**src/rtl/gelato_fetch_scheduler_pkg.sv**
```systemverilog
// Shared constants and fetch-request types for the gelato fetch front end.
// gelato_macros holds the configuration constants; gelato_types builds the datapath types from them.
package gelato_macros;
    localparam int WARP_NUM        = 4;
    localparam int WARP_NUM_WIDTH  = $clog2(WARP_NUM);
    localparam int PC_WIDTH        = 32;
    localparam int SPLIT_NUM_WIDTH = 2;
endpackage


```
**src/rtl/gelato_fetch_scheduler_rr_arbiter.sv**
```systemverilog
// Combinational round-robin pick: first set request after the pointer, wrapping around.
// N must be a power of two so the index addition wraps naturally.
module gelato_rr_arbiter #(
    parameter int N     = gelato_macros::WARP_NUM,
    parameter int IDX_W = $clog2(N)
) (
    input  logic [N-1:0]     i_req,
    input  logic [IDX_W-1:0] i_ptr,
    output logic             o_grant_valid,
    output logic [IDX_W-1:0] o_grant_idx
);
    logic [IDX_W-1:0] w_idx;

    // Scan farthest-first so the nearest request after the pointer is the last to win.
    always_comb begin
        o_grant_valid = 1'b0;
        o_grant_idx   = '0;
        w_idx         = '0;
        for (int k = N; k >= 1; k--) begin
            w_idx = i_ptr + IDX_W'(k);
            if (i_req[w_idx]) begin
                o_grant_valid = 1'b1;
                o_grant_idx   = w_idx;
            end
        end
    end
endmodule

```
**src/rtl/gelato_fetch_scheduler.sv**
```systemverilog
// Fetch scheduler: round-robin issue of one registered fetch request per cycle from the
// per-warp PC table, with one outstanding fetch per warp until release or flush.
module gelato_fetch_scheduler #(
    parameter int WARP_NUM        = gelato_macros::WARP_NUM,
    parameter int WARP_NUM_WIDTH  = $clog2(WARP_NUM),
    parameter int PC_WIDTH        = gelato_macros::PC_WIDTH,
    parameter int SPLIT_NUM_WIDTH = gelato_macros::SPLIT_NUM_WIDTH
) (
    input  logic                                      i_clk,
    input  logic                                      i_rst,
    input  logic                                      i_rdy,
    input  logic [WARP_NUM-1:0]                       i_pct_valid,
    input  logic [WARP_NUM-1:0][PC_WIDTH-1:0]         i_pct_pc,
    input  logic [WARP_NUM-1:0][SPLIT_NUM_WIDTH-1:0]  i_pct_split_table_num,
    input  logic                                      i_release_valid,
    input  logic [WARP_NUM_WIDTH-1:0]                 i_release_warp,
    input  logic                                      i_flush_valid,
    input  logic [WARP_NUM_WIDTH-1:0]                 i_flush_warp,
    output logic                                      o_fetch_valid,
    input  logic                                      i_fetch_ready,
    output logic [WARP_NUM_WIDTH-1:0]                 o_fetch_warp,
    output logic [PC_WIDTH-1:0]                       o_fetch_pc,
    output logic [SPLIT_NUM_WIDTH-1:0]                o_fetch_split_table_num,
    output logic                                      o_busy,
    output logic                                      o_err
);
    logic                       r_fetch_valid;
    logic [WARP_NUM_WIDTH-1:0]  r_fetch_warp;
    logic [PC_WIDTH-1:0]        r_fetch_pc;
    logic [SPLIT_NUM_WIDTH-1:0] r_fetch_split_table_num;
    logic [WARP_NUM-1:0]        r_pending;
    logic [WARP_NUM_WIDTH-1:0]  r_rr_ptr;
    logic                       r_err;

    logic [WARP_NUM-1:0]        w_eligible;
    logic                       w_grant_valid;
    logic [WARP_NUM_WIDTH-1:0]  w_grant_idx;
    logic                       w_can_load;
    logic                       w_load;
    logic                       w_flush_hit;
    logic                       w_release_bad;
    logic [WARP_NUM-1:0]        w_pending_next;

    assign w_eligible    = i_pct_valid & ~r_pending;
    assign w_can_load    = ~r_fetch_valid | i_fetch_ready;
    assign w_load        = w_can_load & w_grant_valid;
    // An accepted request is never revoked; only a stalled one is dropped by flush.
    assign w_flush_hit   = i_flush_valid & r_fetch_valid & ~i_fetch_ready &
                           (r_fetch_warp == i_flush_warp);
    assign w_release_bad = i_release_valid & ~r_pending[i_release_warp];

    gelato_rr_arbiter #(
        .N     (WARP_NUM),
        .IDX_W (WARP_NUM_WIDTH)
    ) u_arbiter (
        .i_req         (w_eligible),
        .i_ptr         (r_rr_ptr),
        .o_grant_valid (w_grant_valid),
        .o_grant_idx   (w_grant_idx)
    );

    always_comb begin
        w_pending_next = r_pending;
        if (i_release_valid) w_pending_next[i_release_warp] = 1'b0;
        if (i_flush_valid)   w_pending_next[i_flush_warp]   = 1'b0;
        if (w_load)          w_pending_next[w_grant_idx]    = 1'b1;
    end

    always_ff @(posedge i_clk) begin
        if (i_rst) begin
            r_fetch_valid           <= 1'b0;
            r_fetch_warp            <= '0;
            r_fetch_pc              <= '0;
            r_fetch_split_table_num <= '0;
            r_pending               <= '0;
            r_rr_ptr                <= WARP_NUM_WIDTH'(WARP_NUM - 1);
            r_err                   <= 1'b0;
        end else if (i_rdy) begin
            r_pending <= w_pending_next;
            if (w_release_bad) r_err <= 1'b1;
            if (w_load) begin
                r_fetch_valid           <= 1'b1;
                r_fetch_warp            <= w_grant_idx;
                r_fetch_pc              <= i_pct_pc[w_grant_idx];
                r_fetch_split_table_num <= i_pct_split_table_num[w_grant_idx];
                r_rr_ptr                <= w_grant_idx;
            end else if (w_can_load || w_flush_hit) begin
                r_fetch_valid <= 1'b0;
            end
        end
    end

    assign o_fetch_valid           = r_fetch_valid;
    assign o_fetch_warp            = r_fetch_warp;
    assign o_fetch_pc              = r_fetch_pc;
    assign o_fetch_split_table_num = r_fetch_split_table_num;
    assign o_busy                  = (|r_pending) | r_fetch_valid;
    assign o_err                   = r_err;
endmodule

```
**config.mk**
```make
export PLATFORM = sky130hd
export DESIGN_NAME = gelato_fetch_scheduler
export DESIGN_NICKNAME = d
export VERILOG_FILES = /design/src/rtl/gelato_fetch_scheduler_pkg.sv /design/src/rtl/gelato_fetch_scheduler_rr_arbiter.sv /design/src/rtl/gelato_fetch_scheduler.sv
export SDC_FILE = /design/constraint.sdc
export NUM_CORES = 1
export LEC_CHECK = 0
export BUFFER_PORTS_ARGS = -buffer_cell sky130_fd_sc_hd__buf_4
export CAP_MARGIN = 20
export CORE_ASPECT_RATIO = 1.1
export CORE_UTILIZATION = 30
export DETAILED_ROUTE_END_ITERATION = 8
export SLEW_MARGIN = 15
export SYNTH_ARGS = -nofsm -noshare
export SYNTH_HDL_FRONTEND = slang
export SYNTH_SLANG_ARGS = --single-unit
```
**constraint.sdc**
```tcl
create_clock -name i_clk -period 2.2 [get_ports i_clk]
set_clock_uncertainty 0.05 [all_clocks]
set_input_delay 0.22 -clock i_clk [delete_from_list [all_inputs] [get_ports i_clk]]
set_output_delay 0.22 -clock i_clk [all_outputs]
set_load 0.005 [all_outputs]
```
==> flow_metrics.tcl <==
set metrics [dict create \
    track_usage_pct 18.9 \
    synth_cells 456 \
    netlist-cell-type-count 42 \
    slowest_delay_ps 430 \
    cts_setup_buffers 0 \
    tightest_slew_ps 724 \
    yosysWarningCount 0 \
    antenna_found_initial 0 \
    hold_viol_final 0 \
    synth_seq_cells 44 \
    clk_pin_slew_ps 80 \
    numPortBuffers 188 \
    cts_tree "done" \
    core_mm2 0.0127 \
    grt-ovfl-total 0 \
    syn_avg_cell_area_um2 8.60 \
    power.total_mw 3.18 \
    cts-hold-fix-buffers 0 \
    arrival_ps 2190 \
    finalNetCount 750 \
    slew_violations 0 \
    placed_cell_area_mm2 0.00538 \
    initial_core_util_pct 30.9 \
    wl_per_cell_um 17.8 \
    yosys.area.top_type "dfxtp_1" \
    whs_path_depth 2 \
    detail_route.iter0.violations 237 \
    end_kind "flop" \
    cts.sinks 44 \
    worst_skew_pair.late_latency_ps 290 \
    drive_gt1_share_pct 41.9 \
    die_x_um 111 \
    start_kind "flop" \
    cts_resized 0 \
    cts-root-buf "clkbuf_16" \
    ir_drop_v 0.000291 \
    cts.htree.levels 2 \
    ios 189 \
    synthTopCellsByArea "dfxtp_1 22%, mux2i_1 17%, o2111ai_1 15%" \
    instances_no_fill 758 \
    layout-area-overhead-vs-synth_pct 41.4 \
    grt_pass1_wl_mm 20.7 \
    final_core_util_pct 43.7 \
    grt_max_degree 75 \
    drt-total-wl_mm 13.5 \
    p_leak_nw 2.36 \
    cap_viol_max_count 0 \
    cts_buffer_depth 2 \
    fmaxAchievable_mhz 483 \
    detail-route-antenna-nets 0 \
    synth_top_cell_area_share_pct 22.5 \
    hold_slack_ps 147 \
    fp.dieH_um 122 \
    synth_seq_area_share_pct 22.5 \
    rr_worst_depth 6 \
    status "finished with violations" \
    antennaDiodeCount 0 \
    gp_congestion 0.792 \
    rows 43 \
    setup_viol 0 \
    die_area_mm2 0.0135 \
    min_period_ps 2070 \
    grt_pass1_vias 4088 \
    cts-buffers-inserted 5 \
    hold_path.class "in -> reg" \
    required_ps 2320 \
    maxSlewHeadroom_pct 51.7 \
    powerDensity_mw_per_mm2 574 \
    fin_crit_sh_pct 94.2 \
    drc 24 \
    failed_checks "DRC" \
    placed_cells 750 \
    crit_chain "nor2b_1 -> o221ai_2 -> a32o_2 -> buf_4 -> mux2i_1 -> o211ai_2" \
    hpwl_mm 9.56 \
    vias 4369 \
    drt_pass1_iterations 7 \
    path_class "reg -> reg" \
    path_max_fanout 19 \
    syn_nets 606 \
    fin_area_mm2 0.00554 \
    viasPerCell 5.76 \
    netlist_area_mm2 0.00392 \
    cp_slowest_cell "nor2b_1" \
]
-- layout by cell type, fill, tap and decap left out, types with 3 or more instances in the layout --
cell type  count
nand3_1        3
nor2_1         7
nor2b_1        3
a31oi_1       70
buf_4        202
o2111ai_1     68
buf_12         4
a21oi_1        5
o21ai_0        5
o211ai_2      24
o211ai_1      10
clkbuf_16      5
mux2i_1       68
nand2_1       45
inv_1          3
dfxtp_1       44
-- routing by layer --
metal	up-vias	track usage [%]	routed length, um
li1	2144	-	-
met1	2046	24.0	5740
met2	162	33.1	6730
met3	17	2.89	804
met4	0	5.74	232
met5	-	0	0
-- sequential cells by signal, indices dropped and copies added, names as in the netlist --
signal,count
o_err,1
r_pending,4
o_fetch_valid,1
o_fetch_split_table_num,2
o_fetch_pc,32
r_rr_ptr,2
o_fetch_warp,2
-- kinds of logic after synthesis --
logic type / share of synthesized area [%]
AOI/OAI and AO/OA: 40.7
xor gates and xnor gates: 0.447
muxes: 17.9
and+or+nand+nor: 8.62
DFF: 22.5
buffers and inverters: 9.86
-- through the flow --
stage	setup TNS, ps	setup slack [ps]
3_5_place_dp	0	93.7
5_1_grt	-8.70	-8.70
6_report	0	128
4_1_cts	0	70.7
2_1_floorplan	0	434
3_3_place_gp	0	163
-- synth_stat cells (all sizes together) --
cell / count
nand2: 46
a21oi: 6
nor3b: 2
a31oi: 70
clkinv: 1
o221ai: 3
nand2b: 4
o21ai: 5
nor4: 1
o2111ai: 68
nor3: 1
xnor2: 2
o211ai: 35
a32o: 1
mux4: 1
a22oi: 2
dfxtp: 44
inv: 4
mux2i: 68
o21a: 1
nor2b: 3
nand4: 1
or3: 1
and4: 1
nor2: 7
clkbuf: 46
a2111o: 1
nand3b: 2
nand3: 3
a32oi: 3
buf: 23
-- where the power goes --
| part | internal [mW] | switching [mW] |
|---|---|---|
| logic | 0.701 | 0.702 |
| clock network | 0.424 | 0.358 |
| registers | 0.918 | 0.0828 |
-- final cells by class --
| class | count | area [um2] |
|---|---|---|
| Clock buffer | 5 | 125 |
| Clock inverter | 3 | 23.8 |
| Inverter | 5 | 18.8 |
| Tap cell | 157 | 196 |
| Fill cell | 1275 | 7150 |
| Multi-Input combinational cell | 338 | 2700 |
| Timing Repair Buffer | 206 | 1600 |
| Sequential cell | 44 | 881 |
-- worst paths after layout --
kind	startpoint	slack [ps]	end
max	r_pending[0]	130	o_fetch_pc[20]
min	i_rst	150	o_err
max reg2reg	r_pending[0]	130	o_fetch_pc[20]
min reg2reg	o_fetch_pc[29]	420	o_fetch_pc[29]
-- critical path: cells and delay by family (launching register included) --
| family | cells | cell delay (ps) |
|---|---|---|
| AO/OA/AOI/OAI | 3 | 590 |
| buffers and inverters | 1 | 240 |
| flip-flops | 1 | 340 |
| AND/OR/NAND/NOR | 1 | 430 |
| multiplexers | 1 | 280 |
(Power assumes the default switching activity.)
